[config.mk]
export PLATFORM = sky130hd
export DESIGN_NAME = axicb_slv_wr_order
export DESIGN_NICKNAME = d
export VERILOG_FILES = /design/src/rtl/axicb_slv_wr_order.sv
export SDC_FILE = /design/constraint.sdc
export NUM_CORES = 1
export LEC_CHECK = 0
export CAP_MARGIN = 20
export CORE_MARGIN = 1
export CORE_UTILIZATION = 43
export CTS_BUF_LIST = sky130_fd_sc_hd__clkbuf_4
export DETAILED_ROUTE_END_ITERATION = 8
export PLACE_DENSITY = 0.88
export SLEW_MARGIN = 40
export SYNTH_ARGS = -nofsm -noshare
export SYNTH_HDL_FRONTEND = slang
export SYNTH_SLANG_ARGS = --single-unit
[constraint.sdc]
create_clock -name aclk -period 9.2 [get_ports aclk]
set_clock_uncertainty 0.05 [all_clocks]
set_input_delay 1.84 -clock aclk [delete_from_list [all_inputs] [get_ports aclk]]
set_output_delay 1.84 -clock aclk [all_outputs]
set_load 0.005 [all_outputs]
[src/rtl/axicb_slv_wr_order.sv]
// Write-data ordering stage for one crossbar slave port: queues AW grant order and routes W bursts in that order.
// Optional same-cycle AW->W bypass on an empty queue: define AXICB_WR_ORDER_BYPASS_EN.
module axicb_slv_wr_order #(
  parameter int MST_NB      = 4,
  parameter int WCH_W       = 8,
  parameter int OSTDREQ_NUM = 4,
  parameter int MST_IDX_W   = 2
) (
  input  logic                    aclk,
  input  logic                    aresetn,
  input  logic                    srst,
  input  logic [MST_NB-1:0]       aw_grant,
  input  logic                    aw_en,
  output logic                    aw_allow,
  input  logic [MST_NB-1:0]       i_wvalid,
  output logic [MST_NB-1:0]       i_wready,
  input  logic [MST_NB-1:0]       i_wlast,
  input  logic [MST_NB*WCH_W-1:0] i_wch,
  output logic                    o_wvalid,
  input  logic                    o_wready,
  output logic                    o_wlast,
  output logic [WCH_W-1:0]        o_wch,
  output logic [$clog2(OSTDREQ_NUM):0] pending
);

  localparam int PTR_W = $clog2(OSTDREQ_NUM);
  localparam int CNT_W = PTR_W + 1;

  logic [MST_IDX_W-1:0] order_mem [OSTDREQ_NUM];
  logic [PTR_W-1:0]     wr_ptr_reg;
  logic [PTR_W-1:0]     rd_ptr_reg;
  logic [CNT_W-1:0]     count_reg;
  logic [CNT_W-1:0]     count_next;

  logic [MST_IDX_W-1:0] grant_idx;
  logic                 grant_any;
  logic                 queue_full;
  logic                 push;
  logic                 pop;
  logic                 head_valid;
  logic [MST_IDX_W-1:0] head_idx;
  logic [MST_NB-1:0]    head_oh;

  // Lowest set bit wins when the grant is not one-hot.
  always_comb begin
    grant_idx = '0;
    for (int k = MST_NB - 1; k >= 0; k--) begin
      if (aw_grant[k]) grant_idx = MST_IDX_W'(k);
    end
  end

  assign grant_any  = |aw_grant;
  assign queue_full = (count_reg == CNT_W'(OSTDREQ_NUM));
  assign aw_allow   = !queue_full;
  assign push       = aw_en && grant_any && !queue_full;
  assign pop        = o_wvalid && o_wready && o_wlast;
  assign count_next = count_reg + CNT_W'(push) - CNT_W'(pop);
  assign pending    = count_reg;

  always_comb begin
    head_valid = (count_reg != '0);
    head_idx   = order_mem[rd_ptr_reg];
`ifdef AXICB_WR_ORDER_BYPASS_EN
    // Empty queue: steer W straight from the grant being accepted this cycle.
    if (count_reg == '0 && aw_en && grant_any) begin
      head_valid = 1'b1;
      head_idx   = grant_idx;
    end
`endif
  end

  generate
    for (genvar gi = 0; gi < MST_NB; gi++) begin : g_sel
      assign head_oh[gi]  = head_valid && (head_idx == MST_IDX_W'(gi));
      assign i_wready[gi] = head_oh[gi] & o_wready;
    end
  endgenerate

  always_comb begin
    o_wvalid = 1'b0;
    o_wlast  = 1'b0;
    o_wch    = '0;
    for (int k = 0; k < MST_NB; k++) begin
      if (head_oh[k]) begin
        o_wvalid = i_wvalid[k];
        o_wlast  = i_wlast[k];
        o_wch    = i_wch[k*WCH_W +: WCH_W];
      end
    end
  end

  always_ff @(posedge aclk or negedge aresetn) begin
    if (!aresetn) begin
      wr_ptr_reg <= '0;
      rd_ptr_reg <= '0;
      count_reg  <= '0;
    end else if (srst) begin
      wr_ptr_reg <= '0;
      rd_ptr_reg <= '0;
      count_reg  <= '0;
    end else begin
      if (push) wr_ptr_reg <= wr_ptr_reg + 1'b1;
      if (pop)  rd_ptr_reg <= rd_ptr_reg + 1'b1;
      count_reg <= count_next;
    end
  end

  // Entries need no reset: only slots covered by count are ever read as head.
  always_ff @(posedge aclk) begin
    if (push) order_mem[wr_ptr_reg] <= grant_idx;
  end

endmodule

==> impl_metrics.toml <==
[global_routing]
antenna_found_initial = 0
grt_pass1_vias = 1197
grt-ovfl-total = 0
grt.total_usage_pct = 23.2
grt_max_degree = 16
grt_pass1_wl_um = 5590

[synthesis]
ys_seq_area_share_pct = 34.1
yosys.area.top_type = "edfxtp_1"
synth_nets = 163
async_flop_share_pct = 46.7
ys_warn_count = 0
syn_avg_cell_area_sq_um = 11.4
synth.top_cell.area_share_pct = 19.7
syn-instance-count = 107
synth.cell_area_sq_mm = 0.00122
ys_ff_latch = 15
synth-edff-count = 8
synth_ff_type = "edfxtp_1"
yosysUniqueCellTypes = 33
yosys-top-cells-area = "edfxtp_1 (20%), dfrtp_1 (14%), mux4_2 (13%), mux4_1 (6.5%), and2_1 (6.2%)"

[clocking]
hold_buffers = 0
clock_latency_ns = 0.28
cts_buffers = 3
clk_pin_slew_ns = 0.08
cts_sinks = 15
cts_root_buffer = "clkbuf_4"
ctsResizeCount = 0
cts_buffer_depth = 2
cts_tree = "yes"
post_cts_buffers = 0
h-tree-depth = 1

[placed_design]
gp_congestion = 0.806
dp.cells = 198
portBuffers = 66
dp_hpwl_um = 2810

[worst_setup_path]
cpPeakStageDelay_ns = 0.55
crit_path_max_fanout = 3
worstPathCellList = "clkdlybuf4s50_1 -> mux2_2 -> nor2_1 -> a211oi_1 -> clkdlybuf4s50_1"
crit_slowest_cell = "clkdlybuf4s50_1"
worst_setup_path_end_kind = "output port"
path_common_cell = "clkdlybuf4s50_1"
worstPathArrival_ns = 3.36
r2r_setup_slack_ns = 5.70
required_ns = 7.31
critPathCapture = "o_wlast"
cp.depth = 5
r2r-end = "pending[2]"
worstRegToRegCells = 12
crit_buf_inv = 2
critPathKind = "input pin to output port"
crit_start = "i_wlast[0]"
crit_path_start_kind = "input pin"
critPathTopFamily = "buffers and inverters"
crit-reg2reg-launch = "rd_ptr_reg[0]"

[sta]
rsz0062_at_grt = "false"
relSlewSlack_pct = 59.8
setup_viol_count_final = 0
fin_tns_setup_ns = 0
period_share_pct = 57.0
max_freq_ghz = 0.191
hold_slack_ns = 0.550
fin_crit_ns = 5.25
slew_viol_final = 0
finalHoldViolations = 0
worstMarginPinSlew_ns = 0.603

[detailed_routing]
vias = 1137
drc = 0
drt_iter0_drc = 46
drt_wl_total_um = 3370
viasPerCell = 5.63
antenna_left = 0
wl_per_cell_um = 16.7
dr.pass1.iters = 4

[finish]
diodes = 0
drive_above_1_share_pct = 9.88
fillers = 198
layout_commonest_cell = "clkdlybuf4s50_1"
fin_util_pct = 74.4
top_register = "order_mem"
final_cell_mix = "clkdlybuf4s50_1 (66), nor2_1 (13), and2_1 (12)"
area_delta_synth_final_pct = 56.6
finalNonFillerCells = 202
fin_nets = 229
multiInputGateArea_sq_um = 747
largest_reg_flops = 8
regArea_sq_um = 415

[power]
power_leakage_nw = 0.741
cellPowerDensity_mw_per_mm2 = 174
fin_total_pwr_mw = 0.332
irDropWorstVdd_uv = 191

[floorplanning]
placementRows = 18
die_h_um = 55.3
die_area_sq_mm = 0.00305
die_w_um = 55.3
core_area_sq_mm = 0.00257
initial_core_util_pct = 47.5
ios = 67

[min_path]
hold_path_class = "flip-flop to flip-flop"
holdPathStages = 2

[run_status]
status = "finished clean"

[flow_run]
cap_violations = 0
logic make-up after synthesis:
logic type | share of synthesized area, %
xor gates and xnor gates | 2.15
DFF | 34.1
AOI/OAI and AO/OA | 7.49
buffers and inverters | 4.72
muxes | 25.3
and+or+nand+nor | 18.5
adders and majority gates | 7.79
where the power goes:
group	switching [mW]	internal [mW]	leakage, nW
Combinational	0.0789	0.122	0.554
Clock	0.0206	0.0162	0.0177
Sequential	0.0133	0.0817	0.169
Total	0.113	0.219	0.741
worst min-delay path by stage:
stage                   from  slack, ns            end
3_5_place_dp   wr_ptr_reg[1]       0.54  wr_ptr_reg[1]
6_report       wr_ptr_reg[1]       0.55  wr_ptr_reg[1]
3_3_place_gp   wr_ptr_reg[1]       0.52  wr_ptr_reg[1]
5_1_grt        wr_ptr_reg[1]       0.60  wr_ptr_reg[1]
2_1_floorplan  wr_ptr_reg[1]       0.49  wr_ptr_reg[1]
4_1_cts        wr_ptr_reg[1]       0.56  wr_ptr_reg[1]
layer usage:
layer / vias up / global-route usage, % / routed length (um) / share of wire, %
met4: 0 / 6.79 / 25 / 0.74
met5: - / 0 / 0 / 0
li1: 527 / - / - / -
met3: 5 / 3.98 / 255 / 7.6
met1: 546 / 26.4 / 1310 / 39
met2: 59 / 43.7 / 1780 / 53
worst register-to-register path, cell delays in order, from the launching register on:
cell and delay, ns:
dfrtp_1 0.52, mux4_1 0.90, nor3b_2 0.32, nand2_1 0.09, o32ai_1 0.20, ha_1 0.30
inv_1 0.06, ha_1 0.14, inv_1 0.05, fa_1 0.37, xor2_1 0.19, xnor2_1 0.14
nor2_1 0.06
per-stage QoR:
| stage | worst slack (ns) | instance area (sq um) |
|---|---|---|
| 2_1_floorplan | 4.84 | 1220 |
| 3_3_place_gp | 3.97 | 1880 |
| 3_5_place_dp | 3.97 | 1880 |
| 4_1_cts | 3.96 | 1910 |
| 5_1_grt | 3.80 | 1910 |
| 6_report | 3.95 | 1910 |
Yosys cell counts, types with 3 or more instances:
master / count
dfrtp_1: 7
mux2i_1: 5
mux4_2: 7
nand3_1: 3
mux4_1: 3
ha_1: 6
edfxtp_1: 8
and2_1: 12
nand3b_1: 3
a21oi_1: 3
nand2_1: 4
inv_1: 6
nor2_1: 13
area by class of cell:
cell class / count / area share, %
well taps: 30 / 1.96
clock inverters: 1 / 0.262
multi-input cells: 81 / 39.1
clock buffers: 3 / 1.18
inverters: 6 / 1.18
repair buffers: 66 / 34.6
flip-flops and latches: 15 / 21.7
(Power assumes the default switching activity.)
==> edit 1: new RTL, same settings <==
The parameter `MST_NB` goes from 4 to 5.
--- a/src/rtl/axicb_slv_wr_order.sv
+++ b/src/rtl/axicb_slv_wr_order.sv
@@ -1,7 +1,7 @@
 // Write-data ordering stage for one crossbar slave port: queues AW grant order and routes W bursts in that order.
 // Optional same-cycle AW->W bypass on an empty queue: define AXICB_WR_ORDER_BYPASS_EN.
 module axicb_slv_wr_order #(
-  parameter int MST_NB      = 4,
+  parameter int MST_NB      = 5,
   parameter int WCH_W       = 8,
   parameter int OSTDREQ_NUM = 4,
   parameter int MST_IDX_W   = 2
Ports: changed (5 resized); port bits go from 67 to 79. No check against the original RTL was run, so the function may have changed too.
==> edit 1 against the unedited design <==
- register-to-register slack got worse by 250 ps
- worst hold slack improved by 14 ps
- sequential cell count unchanged
- largest power group unchanged
- synthesized area shrank 3.9%
- total power rose by 2.4%
- largest cell class unchanged
- cell area fell by 1.2%
- routed wire length fell by 1.0%
- worst setup slack got worse by 250 ps
==> edit 1: results (changes against the unedited design) <==
| Metric | Value |
|---|---|
| Drt first pass iters | `5 (+1)` |
| Skew-Pair Late Insertion Delay | `280 ps (about the same)` |
| Worst Tran Pin Value | `533 ps (-69.9 ps)` |
| Worst VDD drop | `0.000186 V (-2.6%)` |
| DP Cell Count | `210 (+6.1%)` |
| Mean post-synth cell area | `9.85 um2 (-14%)` |
| H-tree levels | `1 (unchanged)` |
| Post-CTS setup repair buffer count | `0 (unchanged)` |
| Pin count of the biggest net entering global routing | `16 (unchanged)` |
| Yosys warns | `0 (unchanged)` |
| Critical Path Max Stage Delay | `510 ps (-40 ps)` |
| Ratio of cells with drive above 1 in the final layout | `5.43% (-4.4 points)` |
| CTS resizes | `0 (unchanged)` |
| Max reg flops | `8 (unchanged)` |
| Post-synth EDFFs | `8 (unchanged)` |
| WP data arrival | `3610 ps (+250 ps)` |
| Synth area leaders | `edfxtp_1 (20%), dfrtp_1 (15%), nor2_1 (7.0%)` |
| Worst Hold Depth | `2 (unchanged)` |
| Vias per std cell | `5.70 (+1.3%)` |
| Vias post-DR | `1220 (+7.3%)` |
| Async S/R FF share, synth | `46.7% (unchanged)` |
| Dpl ws | `3710 ps (-253 ps)` |
| Cell family with most CP delay | `buffers and inverters` |
| CTS root buffer | `clkbuf_4` |
| Seq/Total Area, Yosys | `35.4% (+1.4 points)` |
| Total wire length | `3340 um (-1.0%)` |
| CTS clk-pin slew, worst paths | `80 ps (about the same)` |
| Nets | `252 (+10%)` |
| Static leakage | `0.000747 uW (+0.90%)` |
| First-pass GRT wire length | `4820 um (-14%)` |
| Min-delay worst type | `reg -> reg` |
| CP max stage cell | `a222oi_1` |
| Count of different cell masters after synthesis | `31 (-6.1%)` |
| Worst R2R Setup Slack | `5450 ps (-250 ps)` |
| Initial antenna violation count | `0 (unchanged)` |
| Setup TNS | `0 ps (unchanged)` |
| Iteration-0 DRC Markers | `33 (-28%)` |
| Placer Congestion | `0.788 (-2.3%)` |
| Top reg by flops | `order_mem` |
| IO Port Bufs | `68 (+3.0%)` |
| Syn nets | `186 (+14%)` |
| Worst r2r path cells | `12 (unchanged)` |
| TritonCTS buffer count | `3 (unchanged)` |
| Achievable frequency | `182 MHz (-4.6%)` |
| Diode count | `0 (unchanged)` |
| Status | `complete, no violations` |
| Post-synth top cells | `nor2_1 (22), edfxtp_1 (8), a21oi_1 (7), dfrtp_1 (7), inv_1 (7)` |
| Total Routing Usage GR | `22.8% (-0.36 points)` |
| Worst Path Max Fanout | `3 (unchanged)` |
| Worst-case clock buffer depth | `2 (unchanged)` |
-- edit 1: cell types whose count changed after synthesis, moves of 3 or more --
| cell | before | now |
|---|---|---|
| nor2b_1 | 2 | 5 |
| nor2_1 | 13 | 22 |
| nand3b_1 | 3 | 0 |
| mux4_2 | 7 | 3 |
| mux4_1 | 3 | 0 |
| mux2_1 | 0 | 5 |
| o221ai_1 | 0 | 5 |
| a21oi_1 | 3 | 7 |
| and2_1 | 12 | 4 |
| a222oi_1 | 0 | 5 |
-- edit 1: final cells by class --
class                      count  area, um2
tap                           30       37.5
timing repair buffer          68        681
fill                         193        634
multi-input combinational     90        698
inverter                       7       26.3
clock buffer                   4       30.0
sequential                    15        415
-- edit 1: logic make-up (layout without fill, tap and decap cells) --
logic type	Yosys count	in the layout	synth area share, %
and+or+nand+nor	44	44	17.7
AOI/OAI and AO/OA	20	20	13.1
muxes	16	16	17.9
DFF	15	15	35.4
xor gates and xnor gates	3	3	2.24
buffers and inverters	14	79	5.44
adders and majority gates	7	7	8.11
-- edit 1: path summary, 6_finish.rpt --
kind / from / end
worst max-delay path: i_wlast[3] / o_wlast
worst min-delay path: wr_ptr_reg[1]$_DFFE_PN0P_ / wr_ptr_reg[1]$_DFFE_PN0P_
worst max register to register: rd_ptr_reg[0]$_DFFE_PN0P_ / pending[2]$_DFF_PN0_
worst min register to register: wr_ptr_reg[1]$_DFFE_PN0P_ / wr_ptr_reg[1]$_DFFE_PN0P_
max in group asynchronous: aresetn / rd_ptr_reg[0]$_DFFE_PN0P_
min in group asynchronous: aresetn / wr_ptr_reg[1]$_DFFE_PN0P_
-- edit 1: routing by layer --
| layer | vias up | share of wire (%) | track usage (%) |
|---|---|---|---|
| li1 | 570 | - | - |
| met1 | 578 | 36 | 22.3 |
| met2 | 70 | 51 | 44.9 |
| met3 | 2 | 13 | 5.28 |
| met4 | 0 | 0.57 | 8.97 |
| met5 | - | 0 | 0 |
-- edit 1: per-stage QoR --
stage          hold slack, ps  total power (uW)  area (um2)
2_1_floorplan             488               198        1170
3_3_place_gp              519               292        1850
3_5_place_dp              547               300        1850
4_1_cts                   566               339        1880
5_1_grt                   614               365        1890
6_report                  564               340        1890
-- edit 1: worst reg2reg max path, delay by kind of cell, from the launching register on --
kind / cells / cell delay [ps]
flip-flops: 1 / 540
adder cells (fa/ha/maj): 3 / 820
XOR/XNOR: 2 / 300
AND/OR/NAND/NOR: 2 / 200
AO/OA/AOI/OAI: 1 / 480
buffers and inverters: 2 / 110
multiplexers: 2 / 1120
-- edit 1: power by group --
group	internal (uW)	switching [uW]
sequential	82.2	13.5
combinational	117	89.0
clock	19.7	18.4
total	219	121
==> edit 2: new RTL, same flow settings <==
Without the edit above. Make the reset (`aresetn`) synchronous in one clocked block.
--- a/src/rtl/axicb_slv_wr_order.sv
+++ b/src/rtl/axicb_slv_wr_order.sv
@@ -89,7 +89,7 @@
     end
   end
 
-  always_ff @(posedge aclk or negedge aresetn) begin
+  always_ff @(posedge aclk) begin
     if (!aresetn) begin
       wr_ptr_reg <= '0;
       rd_ptr_reg <= '0;
Behaviour: differs if aresetn is asserted again (counterexample within 4 cycles, from zero or initial values and one cycle with aresetn low); with aresetn held inactive, the same outputs for 10 cycles.
==> edit 2 against the unedited design <==
- cell area fell by 1.4%
- worst setup slack improved by 1.5 ps
- sequential cell count rose by 2
- critical path depth fell by 1
- register-to-register slack improved by 260 ps
- global-route usage fell by 3.3 points
- synthesized area fell by 2.4%
- routed wire length fell by 14%
- critical endpoint is now o_wch[2]
Power is not compared: it rests on default switching activity, and its combinational part moved more than twofold at a synthesized area within 25%.
==> edit 2: results (changes against the unedited design) <==
| Metric | Value |
|---|---|
| Status | `complete, no violations` |
| Iteration-0 DRC Markers | `14 (-70%)` |
| Drt first pass iters | `4 (unchanged)` |
| CTS root buffer | `clkbuf_4` |
| Syn nets | `160 (-1.8%)` |
| Async S/R FF share, synth | `0% (-47 points)` |
| Total Routing Usage GR | `19.9% (-3.3 points)` |
| Total wire length | `2900 um (-14%)` |
| CP max stage cell | `mux4_2` |
| Min-delay worst type | `reg -> reg` |
| Diode count | `0 (unchanged)` |
| TritonCTS buffer count | `3 (unchanged)` |
| Yosys warns | `0 (unchanged)` |
| IO Port Bufs | `66 (unchanged)` |
| CTS resizes | `0 (unchanged)` |
| Post-synth top cells | `and2_1 (13), nor2_1 (13), dfxtp_1 (9)` |
| ANT nets after route | `0 (unchanged)` |
| Post-DP HPWL | `2470 um (-12%)` |
| Post-CTS setup repair buffer count | `0 (unchanged)` |
| Ratio of cells with drive above 1 in the final layout | `10.0% (+0.12 points)` |
| First-pass GRT wire length | `4260 um (-24%)` |
| Worst Path Max Fanout | `1 (-2)` |
| Count of different cell masters after synthesis | `33 (unchanged)` |
| Synth area leaders | `edfxtp_1 (20%), dfxtp_1 (15%), mux4_2 (13%)` |
| Post-synth EDFFs | `8 (unchanged)` |
| Static leakage | `0.000704 uW` |
| Seq/Total Area, Yosys | `35.3% (+1.2 points)` |
| H-tree levels | `1 (unchanged)` |
| Crit path launch | `i_wch[26]` |
| Worst-case clock buffer depth | `2 (unchanged)` |
| Placer Congestion | `0.739 (-8.4%)` |
| Skew-Pair Late Insertion Delay | `280 ps (about the same)` |
| Vias per std cell | `5.19 (-7.9%)` |
| # Max-Cap Violations | `0 (unchanged)` |
| Slew margin rel. | `66.3% (+6.5 points)` |
| Hold Path Origin | `rd_ptr_reg[1]$_SDFFE_PP0P_` |
| Pin count of the biggest net entering global routing | `16 (unchanged)` |
| Critical Path Max Stage Delay | `500 ps (-50 ps)` |
| Initial antenna violation count | `0 (unchanged)` |
| Fillers | `182 (-8.1%)` |
| Worst VDD drop | `0.0000862 V` |
| Nets | `227 (-0.87%)` |
| WP data arrival | `3360 ps (about the same)` |
| P_sw | `42.4 uW` |
| CTS clk-pin slew, worst paths | `around 90 ps` |
| Ys flop type | `dfxtp_1` |
## edit 2: cell families after synthesis
logic type / count (synthesis) / synth area share, %
adders and majority gates: 7 / 7.98
and+or+nand+nor: 40 / 18.2
muxes: 16 / 25.1
xor gates and xnor gates: 3 / 2.21
AOI/OAI and AO/OA: 9 / 5.99
buffers and inverters: 12 / 5.25
DFF: 17 / 35.3
## edit 2: cell type report
cell class / count / share of cell area [%]
well taps: 30 / 1.99
clock buffers: 3 / 1.20
repair buffers: 66 / 35.1
clock inverters: 1 / 0.266
multi-input cells: 75 / 37.6
inverters: 8 / 1.59
flip-flops and latches: 17 / 22.3
## edit 2: layer usage
layer  global-route usage [%]  share of wire, %  up-vias  routed length, um
met5                        0                 0        -                  0
met4                     3.42              0.62        0                 18
met3                     5.56                14        4                402
met2                     41.0                51       56               1470
met1                     18.9                35      467               1010
li1                         -                 -      510                  -
## edit 2: worst paths after layout
check / cells after the start / endpoint / slack [ps]
worst min register to register: 2 / rd_ptr_reg[1]$_SDFFE_PP0P_ / 470
worst max-delay path: 4 / o_wch[2] / 3950
worst max register to register: 12 / pending[2]$_SDFF_PP0_ / 5960
worst min-delay path: 2 / rd_ptr_reg[1]$_SDFFE_PP0P_ / 470
## edit 2: critical path: cells and delay by family
| kind | cells | cell delay [ps] |
|---|---|---|
| muxes | 1 | 500 |
| buffers and inverters | 2 | 840 |
| and+or+nand+nor | 1 | 170 |
## edit 2: through the flow
| stage | hold slack (ps) | std cells | power (uW) | area [um2] | worst slack (ps) |
|---|---|---|---|---|---|
| 2_1_floorplan | 410 | 104 | 111 | 1190 | 4840 |
| 3_3_place_gp | 424 | 196 | 141 | 1860 | 3970 |
| 3_5_place_dp | 455 | 196 | 143 | 1860 | 3950 |
| 4_1_cts | 471 | 200 | 180 | 1880 | 3940 |
| 5_1_grt | 480 | 200 | 189 | 1880 | 3890 |
| 6_report | 467 | 200 | 179 | 1880 | 3950 |
## edit 2: power groups by stage
stage | clock network [uW] | registers (uW) | logic [uW]
after floorplan | 0 | 84.1 | 27.4
after global placement | 0 | 84.2 | 57.2
after detailed placement | 0 | 84.4 | 58.8
after CTS | 38.2 | 82.7 | 59.0
after global routing | 41.4 | 83.0 | 64.2
final | 37.9 | 82.6 | 58.3
